$ cat config.mk
export PLATFORM = sky130hd
export DESIGN_NAME = knight_scan
export DESIGN_NICKNAME = d
export VERILOG_FILES = /design/src/rtl/knight_scan.sv
export SDC_FILE = /design/constraint.sdc
export NUM_CORES = 1
export LEC_CHECK = 0
export ABC_AREA = 1
export ABC_CLOCK_PERIOD_IN_PS = 2200
export BUFFER_PORTS_ARGS = -buffer_cell sky130_fd_sc_hd__buf_4
export CORE_MARGIN = 3
export CORE_UTILIZATION = 55
export DETAILED_ROUTE_END_ITERATION = 8
export GPL_TIMING_DRIVEN = 1
export PLACE_DENSITY = 0.79
export SYNTH_ARGS = -nofsm -noshare
export SYNTH_HDL_FRONTEND = slang
export SYNTH_SLANG_ARGS = --single-unit
$ cat constraint.sdc
create_clock -name ck -period 2.2 [get_ports ck]
set_input_delay 0.44 -clock ck [delete_from_list [all_inputs] [get_ports ck]]
set_output_delay 0.44 -clock ck [all_outputs]
set_load 0.03 [all_outputs]
$ cat src/rtl/knight_scan.sv
// rtl/knight_scan.sv - bouncing/wrapping single-LED scanner with prescaler
// Optional trail LED (previous position) enabled by defining KNIGHT_SCAN_TRAIL_EN.
module knight_scan #(
  parameter int N     = 8,
  parameter int DIV_W = 8
) (
  input  logic                 ck,
  input  logic                 res,
  input  logic                 en,
  input  logic [DIV_W-1:0]     div,
  input  logic [1:0]           mode,
  output logic [N-1:0]         out,
  output logic [$clog2(N)-1:0] pos,
  output logic                 dir,
  output logic                 step
);

  localparam int PW = $clog2(N);
  localparam logic [PW-1:0] LAST = PW'(N - 1);
  localparam logic [N-1:0]  BIT0 = {{(N-1){1'b0}}, 1'b1};

  typedef enum logic [1:0] {
    M_BOUNCE  = 2'b00,
    M_WRAP_UP = 2'b01,
    M_WRAP_DN = 2'b10,
    M_HOLD    = 2'b11
  } mode_t;

  logic [DIV_W-1:0] r_cnt;
  logic [PW-1:0]    r_pos;
  logic             r_dir;
  logic [N-1:0]     r_out;
  logic             r_step;

  mode_t            w_mode;
  logic             w_tick;
  logic             w_move;
  logic [PW-1:0]    w_pos_nx;
  logic             w_dir_nx;
  logic [N-1:0]     w_out_nx;

  function automatic logic [N-1:0] onehot(input logic [PW-1:0] p);
    return BIT0 << p;
  endfunction

  assign w_mode = mode_t'(mode);
  // >= rather than == so a lowered div never forces a wrap through 2^DIV_W
  assign w_tick = en && (r_cnt >= div);
  assign w_move = w_tick && (w_mode != M_HOLD);

  always_comb begin
    w_pos_nx = r_pos;
    w_dir_nx = r_dir;
    if (w_move) begin
      unique case (w_mode)
        M_BOUNCE: begin
          if (r_dir) begin
            if (r_pos == LAST) w_dir_nx = 1'b0;
            else               w_pos_nx = r_pos + PW'(1);
          end else begin
            if (r_pos == '0)   w_dir_nx = 1'b1;
            else               w_pos_nx = r_pos - PW'(1);
          end
        end
        M_WRAP_UP: begin
          w_dir_nx = 1'b1;
          w_pos_nx = (r_pos == LAST) ? '0 : r_pos + PW'(1);
        end
        M_WRAP_DN: begin
          w_dir_nx = 1'b0;
          w_pos_nx = (r_pos == '0) ? LAST : r_pos - PW'(1);
        end
        default: begin
          w_pos_nx = r_pos;
          w_dir_nx = r_dir;
        end
      endcase
    end
  end

`ifdef KNIGHT_SCAN_TRAIL_EN
  logic [PW-1:0] r_prv;
  logic [PW-1:0] w_prv_nx;

  assign w_prv_nx = w_move ? r_pos : r_prv;
  assign w_out_nx = onehot(w_pos_nx) | onehot(w_prv_nx);

  always_ff @(posedge ck or posedge res) begin
    if (res) r_prv <= '0;
    else     r_prv <= w_prv_nx;
  end
`else
  assign w_out_nx = onehot(w_pos_nx);
`endif

  // out is decoded from next state so it lands on the same edge as pos
  always_ff @(posedge ck or posedge res) begin
    if (res) begin
      r_cnt  <= '0;
      r_pos  <= '0;
      r_dir  <= 1'b1;
      r_out  <= BIT0;
      r_step <= 1'b0;
    end else begin
      if (en) r_cnt <= w_tick ? '0 : r_cnt + DIV_W'(1);
      r_pos  <= w_pos_nx;
      r_dir  <= w_dir_nx;
      r_out  <= w_out_nx;
      r_step <= w_move;
    end
  end

  assign out  = r_out;
  assign pos  = r_pos;
  assign dir  = r_dir;
  assign step = r_step;

endmodule
==> After elaboration in Yosys (flattened, before gate mapping) <==
Cells that the tools add are included.
{ "word_totals": {"reg_bits": 21, "inputBits": 13, "output_inout_bits": 13, "wordCells": 32} }
{ "op_classes": {"add_sub_neg": 3, "order_cmp": 1, "eq_ne": 4, "n_shift": 1, "mux": 12, "n_reduce_logical": 6} }
{ "ops": {"columns": ["op", "count"], "rows": [
  ["$mux 3", 6],
  ["$pmux 3 s3", 1],
  ["$add 8x1->8 const B", 1],
  ["$ge 8x8->1", 1],
  ["$mux 8", 1],
  ["$shl 1x3->8 const A", 1],
  ["$add 3x1->3 const B", 1],
  ["$eq 3x3->1 const B", 1],
  ["$logic_not 3->1", 1],
  ["$mux 1", 3],
  ["$pmux 1 s3", 1],
  ["$reduce_bool 3->1", 1],
  ["$sub 3x1->3 const B", 1],
  ["$eq 2x1->1 const B", 1],
  ["$eq 2x2->1 const B", 1],
  ["$logic_and 1x1->1", 2],
  ["$logic_not 2->1", 1],
  ["$ne 2x2->1 const B", 1],
  ["$reduce_and 2->1", 1]
]} }

==> Longest topological paths before layout <==
Gate-level depths: netlist of the first run.
{ "depth": {"depth_word": 6, "ltp_mapped": 15, "mapped_depth_nobuf": 15} }

==> Worst setup path after synthesis of the first run <==
OpenSTA, ideal clock, no wires.
{ "synth_timing": {"path_kind": "reg-to-reg", "start": "register r_pos[1] (netlist: pos[1])", "end": "register r_out[0] (netlist: out[0])", "setup_time_ps": 67, "arrival_ps": 1854, "required_ps": 2133, "path_slack_ps": 279, "stages_incl_launch_ff": 13, "path_buffers": 0, "period_less_slack_ps": 1921, "cell_sequence": "dfrtp_1 > ha_1 > ha_1 > inv_1 > ha_1 > nand2_1 > nand2_1 > o21ai_0 > nor2_1 > nand4_1 > nand2_1 > nand2_1 > nor2_1"} }
{ "synth_via": {"elab_chain_cells": 6, "elab_cells_between_ends": 12, "classes_between": "add/sub (2); eq/ne (1); shift (1); mux (7); reduce/logical (1)"} }
{ "synth_rtl": {"columns": ["item", "line_no", "source"], "rows": [
  ["from (decl)", "30", "logic [PW-1:0] r_pos;"],
  ["from (signal assigned)", "106", "r_pos <= w_pos_nx;"],
  ["$sub 3x1->3, or another cell as far along", "62, 71", null],
  ["$mux 3 (on tied branches)", "61, 58", null],
  ["$mux 3", "57", "if (r_dir) begin"],
  ["$pmux 3 s3", "55", "unique case (w_mode)"],
  ["$mux 3 (*)", "54", "if (w_move) begin"],
  ["$shl 1x3->8 (*)", "43", "return BIT0 << p;"],
  ["net w_out_nx[0]", "40", "logic [N-1:0] w_out_nx;"],
  ["to (signal assigned)", "108", "r_out <= w_out_nx;"],
  ["to (decl)", "32", "logic [N-1:0] r_out;"]
]} }
Mark *: on every way through the listed nets, which the timed path passes. The rest lies on a longest branch.
A chain may end at the register's enable or synchronous reset.

==> Worst setup path in the final report of the first run <==
{ "layout_timing": {"start": "register r_pos[0] (netlist: pos[0])", "end": "register r_out[0] (netlist: out[0])"} }
The elaborated chain is that of the path after synthesis.

==> impl_metrics.json, run 1 <==
{
  "ys.flop_type": "dfrtp_1",
  "gp_congestion": 0.883,
  "ys_seq_elements": 21,
  "syn_inst": 179,
  "synth_top_area_share_pct": 33.3,
  "skew_ps": 4.44,
  "synth_area_mm2": 0.00143,
  "die_area_mm2": 0.00324,
  "multi_input_area_um2": 771,
  "htree_levels": 1,
  "slowest_delay_ps": 460,
  "rows": 17,
  "setup_viol": 0,
  "ys.warnings.count": 0,
  "fin_crit_ps": 1920,
  "critPathKind": "reg -> reg",
  "rr_endpoint": "out[0]",
  "worst-path-stages": 13,
  "numPortBuffers": 25,
  "wl_met3_um": 120,
  "syn_area_per_cell_um2": 7.97,
  "synth_top_area_cell": "dfrtp_1",
  "via_count": 1185,
  "routed.top_layer": "met4",
  "synth_area_leaders": "dfrtp_1, ha_1, nand2_1, inv_1, nor2_1",
  "grt_pass1_vias": 1156,
  "seq_area_frac_synth_pct": 37.0,
  "path_clk_slew_ps": 110,
  "io_pins": 26,
  "syn_nets": 212,
  "yosys-top-cells-count": "nand2_1, inv_1, ha_1, nor2_1, dfrtp_1",
  "ff2ff_path_depth": 13,
  "routed_wl_um": 2660,
  "drtIter0Drc": 28,
  "post_cts_buffers": 0,
  "cts_tree": "done",
  "critPathBufInv": 1,
  "status": "finished clean",
  "viasPerCell": 5.04,
  "grt_pass1_wl_um": 4630,
  "powerDensity_mw_per_mm2": 1110,
  "clock_latency_ps": 290,
  "first_pass_iters": 4,
  "nFillCells": 194,
  "start_util_pct": 61.0,
  "slew_violations": 0,
  "path_delay_family": "simple AND/OR/NAND/NOR gates",
  "dr_wl_met2_um": 1450,
  "fmax_mhz": 520,
  "peakVddDrop_v": 0.00103,
  "wl_per_cell_um": 11.3,
  "synth_edf_count": 0,
  "cp.required_ps": 2430,
  "drtAntennaViolNets": 0,
  "cp_max_fo": 5,
  "cts_buffer_depth": 2,
  "clockRootBuffer": "clkbuf_4",
  "reg2reg_from": "pos[0]",
  "finalHoldViolations": 0,
  "grt.overflow.total": 0,
  "fin_nets": 241,
  "drcViolationCount": 0,
  "end_kind": "flop",
  "core_area_mm2": 0.00234,
  "yosysMostFrequentCell": "nand2_1",
  "critPathMostFrequentCell": "nor2_1",
  "grt_usage_pct": 17.5,
  "numCtsBuffers": 3,
  "hp-class": "in -> async",
  "cp-start-kind": "flop",
  "timing.final.crit_share_pct": 87.4,
  "ctsHoldBuffers": 0,
  "synthArstFlopShare_pct": 100,
  "die_x_um": 56.9,
  "grt_max_degree": 22,
  "tns_ps": 0,
  "crit_path_top_delay_cell": "dfrtp_2",
  "rsz0062_at_grt": "false",
  "maxSlewHeadroom_pct": 49.6,
  "syn_to_final_growth_pct": 17.2,
  "hold_ws_ps": 273,
  "antenna_found_initial": 0,
  "clkSinkCount": 21,
  "regArea_um2": 531,
  "drive_gt1_share_pct": 20.3,
  "wl_met1_um": 1080,
  "leakagePower_uw": 0.000961,
  "tightest_slew_ps": 756,
  "worstPathCellList": "inv_1 -> ha_1 -> nand2_2 -> ha_1 -> nor2_1 -> nor2_1 -> nand2_1 -> o21ai_0 -> nor2_1 -> nand4_1 -> nand2_1 -> nand2_1 -> nor2_1",
  "cap_violations": 0,
  "antenna_cells": 0,
  "place_hpwl_um": 2240,
  "r2r_slack_ps": 280,
  "synth_cell_types": 27,
  "die_h_um": 56.9,
  "worst_ep_arrival_time_ps": 2160
}
stage by stage:
step	instances	instance area, um2	power (uW)	utilization, %	worst slack (ps)
2_1_floorplan	179	1430	1380	-	279
3_3_place_gp	231	1640	1650	70.2	248
3_5_place_dp	231	1640	1690	70.2	211
4_1_cts	235	1670	1870	71.3	262
5_1_grt	235	1670	2040	71.4	9.55
6_report	235	1670	1860	71.4	278
placed cells by master, fill, tap and decap left out, drive strengths merged, types with 2 or more instances in the layout:
| cell type | netlist | routed |
|---|---|---|
| inv | 32 | 32 |
| dfrtp | 19 | 19 |
| dfstp | 2 | 2 |
| nand4 | 4 | 4 |
| ha | 20 | 20 |
| xor2 | 3 | 3 |
| nand2 | 48 | 48 |
| nor2 | 22 | 22 |
| clkbuf | 0 | 3 |
| nand3 | 7 | 7 |
| xnor2 | 2 | 2 |
| o21ai | 8 | 8 |
| a21oi | 5 | 5 |
| buf | 1 | 25 |
per-layer routing:
layer / global-route usage (%) / up-vias
met3: 3.45 / 2
met5: 0 / -
met4: 2.32 / 0
met2: 34.4 / 29
li1: - / 615
met1: 19.6 / 539
final cells by class:
class | instances | area share [%]
Multi-Input combinational cell | 125 | 46.1
Sequential cell | 21 | 31.7
Inverter | 32 | 7.19
Clock inverter | 1 | 0.299
Timing Repair Buffer | 25 | 11.2
Clock buffer | 3 | 1.35
Tap cell | 28 | 2.10
worst max-delay path by stage:
| stage | end | start | slack, ps |
|---|---|---|---|
| floorplan | out[0] | pos[1] | 280 |
| global placement | out[0] | div[7] | 250 |
| detailed placement | out[1] | div[5] | 210 |
| CTS | out[2] | pos[0] | 260 |
| global route | out[4] | pos[0] | 10 |
| finish | out[0] | pos[0] | 280 |
registers in the layout (all words and copies together), names as in the netlist:
register,flops
dir,1
out,8
pos,3
step,1
r_cnt,8
cell families after synthesis:
group | Yosys count | share of synthesized area, %
xor gates and xnor gates | 5 | 3.07
adders and majority gates | 20 | 17.5
AOI/OAI and AO/OA | 17 | 7.46
and+or+nand+nor | 83 | 26.0
buffers and inverters | 33 | 8.95
DFF | 21 | 37.0
repair_timing:
action	in CTS	in global routing
hold endpoints to repair	0	0
gates resized for setup	0	2
endpoints found under the setup margin	0	3
power breakdown:
group	internal, uW	switching [uW]	total [uW]	leakage [uW]
clock network	67.6	105	172	0.0000177
logic	394	658	1050	0.000677
registers	521	116	637	0.000266
total	983	879	1860	0.000961
Note: power is estimated with default switching activity, not from simulation.
==> run 2, diff against run 1 <==
--- a/config.mk
+++ b/config.mk
@@ -12,7 +12,7 @@
 export CORE_UTILIZATION = 55
 export DETAILED_ROUTE_END_ITERATION = 8
 export GPL_TIMING_DRIVEN = 1
-export PLACE_DENSITY = 0.79
+export PLACE_DENSITY = 0.77
 export SYNTH_ARGS = -nofsm -noshare
 export SYNTH_HDL_FRONTEND = slang
 export SYNTH_SLANG_ARGS = --single-unit
==> run 2 against run 1 <==
Net effect:
- cell area increased by 0.82%
- critical path depth unchanged
- global-route usage grew 0.77 points
- setup slack got worse by 83 ps
- register-to-register slack worse by 80 ps
- non-clock buffer count rose by 2
- total power increased by 1.7%
- flip-flop and latch count did not move
- hold slack worse by 9.4 ps
- utilization rose by 0.59 points
- die area unchanged
==> impl_metrics.json, run 2 (same netlist as run 1, synthesis figures left out) <==
{
  "cts_tree": "done",
  "tightest_slew_ps": 770,
  "place_ws_ps": 197,
  "clockRootBuffer": "clkbuf_4",
  "leakagePower_uw": 0.000972,
  "htree_levels": 1,
  "ctsHoldBuffers": 0,
  "numPortBuffers": 25,
  "final_common_cell": "nand2_1",
  "routed_wl_um": 2760,
  "rr_endpoint": "out[0]",
  "dp_cells": 231,
  "die_area_mm2": 0.00324,
  "path_clk_slew_ps": 120,
  "powerDensity_mw_per_mm2": 1120,
  "first_pass_iters": 4,
  "die_x_um": 56.9,
  "rows": 17,
  "cap_violations": 0,
  "finalHoldViolations": 0,
  "drive_gt1_share_pct": 20.6,
  "cp-start-kind": "flop",
  "cp_max_fo": 7,
  "core_area_mm2": 0.00234,
  "fin_crit_ps": 2010,
  "layout.cells.non_filler": 237,
  "fin_ws_ps": 195,
  "start_util_pct": 61.0,
  "hp-class": "in -> async",
  "ff2ff_path_depth": 13,
  "critPathKind": "reg -> reg",
  "grt.overflow.total": 0,
  "via_count": 1217,
  "antenna_found_initial": 0,
  "drtAntennaViolNets": 0,
  "fin_nets": 243,
  "tns_ps": 0,
  "peakVddDrop_v": 0.000887,
  "timing.final.crit_share_pct": 91.2,
  "worst_ep_arrival_time_ps": 2250,
  "r2r_slack_ps": 190,
  "end_kind": "flop",
  "finalInstanceArea_mm2": 0.00169,
  "antenna_cells": 0,
  "place_hpwl_um": 2230,
  "place_area_mm2": 0.00164,
  "grt_max_degree": 22,
  "die_h_um": 56.9,
  "grt_pass1_vias": 1166,
  "viasPerCell": 5.14,
  "io_pins": 26,
  "gp_congestion": 0.884,
  "clkSinkCount": 21,
  "syn_to_final_growth_pct": 18.2,
  "cp.required_ps": 2440,
  "layout_common_cells": "nand2_1, inv_1, buf_4, nor2_1, ha_1",
  "slew_violations": 0,
  "grt_pass1_wl_um": 4730,
  "cts_buffer_depth": 2,
  "drtIter0Drc": 28,
  "status": "finished clean",
  "maxSlewHeadroom_pct": 48.6,
  "setup_viol": 0,
  "nFillCells": 194,
  "wl_per_cell_um": 11.6,
  "drcViolationCount": 0,
  "fmax_mhz": 499,
  "numCtsBuffers": 3,
  "clock_latency_ps": 310,
  "skew_ps": 3.49,
  "grt_usage_pct": 18.3,
  "reg2reg_from": "pos[1]"
}
[run 2: area by class of cell]
type | count | area [um2] | area share, %
multi-input combinational | 125 | 771 | 45.7
sequential | 21 | 529 | 31.4
timing repair buffer | 27 | 203 | 12.0
inverter | 32 | 120 | 7.13
tap | 28 | 35.0 | 2.08
clock buffer | 3 | 22.5 | 1.34
clock inverter | 1 | 5.00 | 0.297
[run 2: how the worst max path moves through the flow]
stage | endpoint | startpoint | cells after the start
floorplan | out[0] | pos[1] | 12
global placement | out[0] | div[7] | 11
detailed placement | out[0] | div[7] | 11
CTS | out[0] | pos[1] | 12
global route | out[0] | pos[0] | 13
finish | out[0] | pos[1] | 13
[run 2: where the power goes]
| part | total, uW | internal, uW | switching, uW |
|---|---|---|---|
| sequential | 629 | 519 | 110 |
| combinational | 1070 | 414 | 661 |
| clock | 189 | 67.8 | 121 |
| total | 1890 | 1000 | 892 |
[run 2: stage by stage]
| stage | utilization (%) | hold WS, ps | power, uW |
|---|---|---|---|
| 4_1_cts | 71.3 | 288 | 1880 |
| 5_1_grt | 72.0 | 309 | 2070 |
| 3_3_place_gp | 70.2 | 533 | 1650 |
| 2_1_floorplan | - | 415 | 1380 |
| 3_5_place_dp | 70.2 | 542 | 1690 |
| 6_report | 72.0 | 264 | 1890 |
[run 2: critical path, stage by stage (launching register included)]
cell and delay, ps:
dfrtp_2 470, inv_1 120, ha_1 170, nand2_2 80
ha_1 280, nor2_1 110, nor2_1 60, nand2_1 60
o21ai_0 70, nor2_1 120, nand4_1 100, nand2_1 100
nand2_1 70, nor2_1 120
[run 2: routing by layer]
layer  track usage (%)  wire [um]
met1              20.5       1080
met2              35.2       1550
met3              2.07        100
met4              5.96         26
met5                 0          0
[run 2: timing repair]
item / 4_1_cts / 5_1_grt
gates resized for setup: 0 / 1
setup buffers: 0 / 2
endpoints found under the setup margin: 0 / 2
==> run 3, diff against run 2 <==
--- a/config.mk
+++ b/config.mk
@@ -12,7 +12,7 @@
 export CORE_UTILIZATION = 55
 export DETAILED_ROUTE_END_ITERATION = 8
 export GPL_TIMING_DRIVEN = 1
-export PLACE_DENSITY = 0.77
+export PLACE_DENSITY = 0.76
 export SYNTH_ARGS = -nofsm -noshare
 export SYNTH_HDL_FRONTEND = slang
 export SYNTH_SLANG_ARGS = --single-unit
==> run 3 against run 2 <==
Net effect:
- routed wire length shrank 1.3%
- critical path type unchanged
- total power down 1.8%
- first-iteration DRC count decreased by 14%
- sequential power grew 2%
- via count fell by 0.74%
- combinational power about the same
- fmax increased by 0.81%
==> impl_metrics.json, run 3 (same netlist as run 1, synthesis figures left out) <==
{
  "tightest_slew_ps": 744,
  "htree_levels": 1,
  "gp_congestion": 0.851,
  "via_count": 1208,
  "end_kind": "flop",
  "powerDensity_mw_per_mm2": 1110,
  "syn_to_final_growth_pct": 17.0,
  "finalHoldViolations": 0,
  "clkSinkCount": 21,
  "io_pins": 26,
  "fin_crit_ps": 1990,
  "slew_violations": 0,
  "first_pass_iters": 4,
  "worstPathCellList": "ha_1 -> ha_1 -> inv_1 -> ha_1 -> nand2_1 -> nand2_1 -> o21ai_0 -> nor2_1 -> nand4_1 -> nand2_1 -> nand2_1 -> nor2_1",
  "cts_tree": "done",
  "die_area_mm2": 0.00324,
  "viasPerCell": 5.14,
  "clockRootBuffer": "clkbuf_4",
  "p_clk_share_pct": 9.7,
  "status": "finished clean",
  "drive_gt1_share_pct": 19.3,
  "start_util_pct": 61.0,
  "ctsHoldBuffers": 0,
  "final_common_cell": "nand2_1",
  "drcViolationCount": 0,
  "slowest_delay_ps": 500,
  "hp-class": "in -> async",
  "layout.cells.non_filler": 235,
  "cp-start-kind": "flop",
  "tns_ps": 0,
  "r2r_slack_ps": 210,
  "p_seq_share_pct": 34.4,
  "skew_ps": 0.512,
  "antenna_found_initial": 0,
  "die_x_um": 56.9,
  "grt.overflow.total": 0,
  "timing.final.crit_share_pct": 90.4,
  "worst_ep_arrival_time_ps": 2230,
  "dp_cells": 231,
  "cp.required_ps": 2440,
  "comb_power_share_pct": 55.9,
  "core_area_mm2": 0.00234,
  "routed_wl_um": 2720,
  "critPathMostFrequentCell": "nand2_1",
  "peakVddDrop_v": 0.000906,
  "maxSlewHeadroom_pct": 50.3,
  "path_clk_slew_ps": 110,
  "switchingPower_uw": 880,
  "crit_path_top_delay_cell": "dfrtp_1",
  "wl_per_cell_um": 11.6,
  "antenna_cells": 0,
  "die_h_um": 56.9,
  "p_int_uw": 978,
  "grt_max_degree": 22,
  "cap_violations": 0,
  "total_power_uw": 1860,
  "fmax_mhz": 503,
  "setup_viol": 0,
  "critPathBufInv": 1,
  "clock_latency_ps": 300,
  "cts_resized": 0,
  "numPortBuffers": 25,
  "post_cts_buffers": 0,
  "layout_common_cells": "nand2_1, inv_1, buf_4, nor2_1, ha_1",
  "fin_nets": 241,
  "p_sw_share_pct": 47.4,
  "grt_pass1_wl_um": 4790,
  "grt_usage_pct": 18.6,
  "cp_max_fo": 7,
  "cts_buffer_depth": 2,
  "leakagePower_uw": 0.000963,
  "place_hpwl_um": 2310,
  "hold_ws_ps": 257,
  "rows": 17,
  "grt_pass1_vias": 1192,
  "path_delay_family": "adder cells",
  "critPathKind": "reg -> reg",
  "drtAntennaViolNets": 0,
  "numCtsBuffers": 3,
  "rsz0062_at_grt": "false",
  "drtIter0Drc": 24
}
run 3: worst paths after layout:
kind | cells after the start | startpoint | to
worst min-delay path | 2 | res | r_cnt[7]
worst max register to register | 12 | pos[1] | out[2]
max in group asynchronous | 2 | res | r_cnt[3]
worst max-delay path | 12 | pos[1] | out[2]
worst min register to register | 2 | dir | dir
min in group ck | 2 | en | r_cnt[0]
run 3: routing by layer:
layer  global-route usage (%)  share of wire, %  vias to the layer above
li1                         -                 -                      615
met1                     20.3                42                      561
met2                     34.7                53                       25
met3                     2.99               2.9                        7
met4                     8.28               2.1                        0
met5                        0                 0                        -
run 3: metrics by stage:
| step | setup WS, ps | util, % | cell area (um2) |
|---|---|---|---|
| 6_report | 211 | 71.3 | 1670 |
| 5_1_grt | 25.7 | 71.3 | 1670 |
| 4_1_cts | 200 | 71.3 | 1670 |
| 3_5_place_dp | 196 | 70.2 | 1640 |
| 3_3_place_gp | 241 | 70.2 | 1640 |
| 2_1_floorplan | 279 | - | 1430 |
run 3: final cells by class:
type	instances	area, um2
tap	28	35.0
clock buffer	3	22.5
multi-input combinational	125	771
fill	192	671
timing repair buffer	25	188
clock inverter	1	5.00
inverter	32	120
sequential	21	528
run 3: power by group through the flow:
| stage | logic, uW | clock network, uW | registers, uW |
|---|---|---|---|
| 2_1_floorplan | 613 | 0 | 770 |
| 3_3_place_gp | 1020 | 0 | 632 |
| 3_5_place_dp | 1050 | 0 | 647 |
| 4_1_cts | 1050 | 187 | 639 |
| 5_1_grt | 1180 | 200 | 657 |
| 6_report | 1040 | 180 | 639 |
run 3: worst reg2reg max path: cells and delay by family, from the launching register on:
kind	cells	cell delay, ps
AO/OA/AOI/OAI	1	70
buffers and inverters	1	70
AND/OR/NAND/NOR	7	580
adder cells (fa/ha/maj)	3	700
flip-flops	1	500
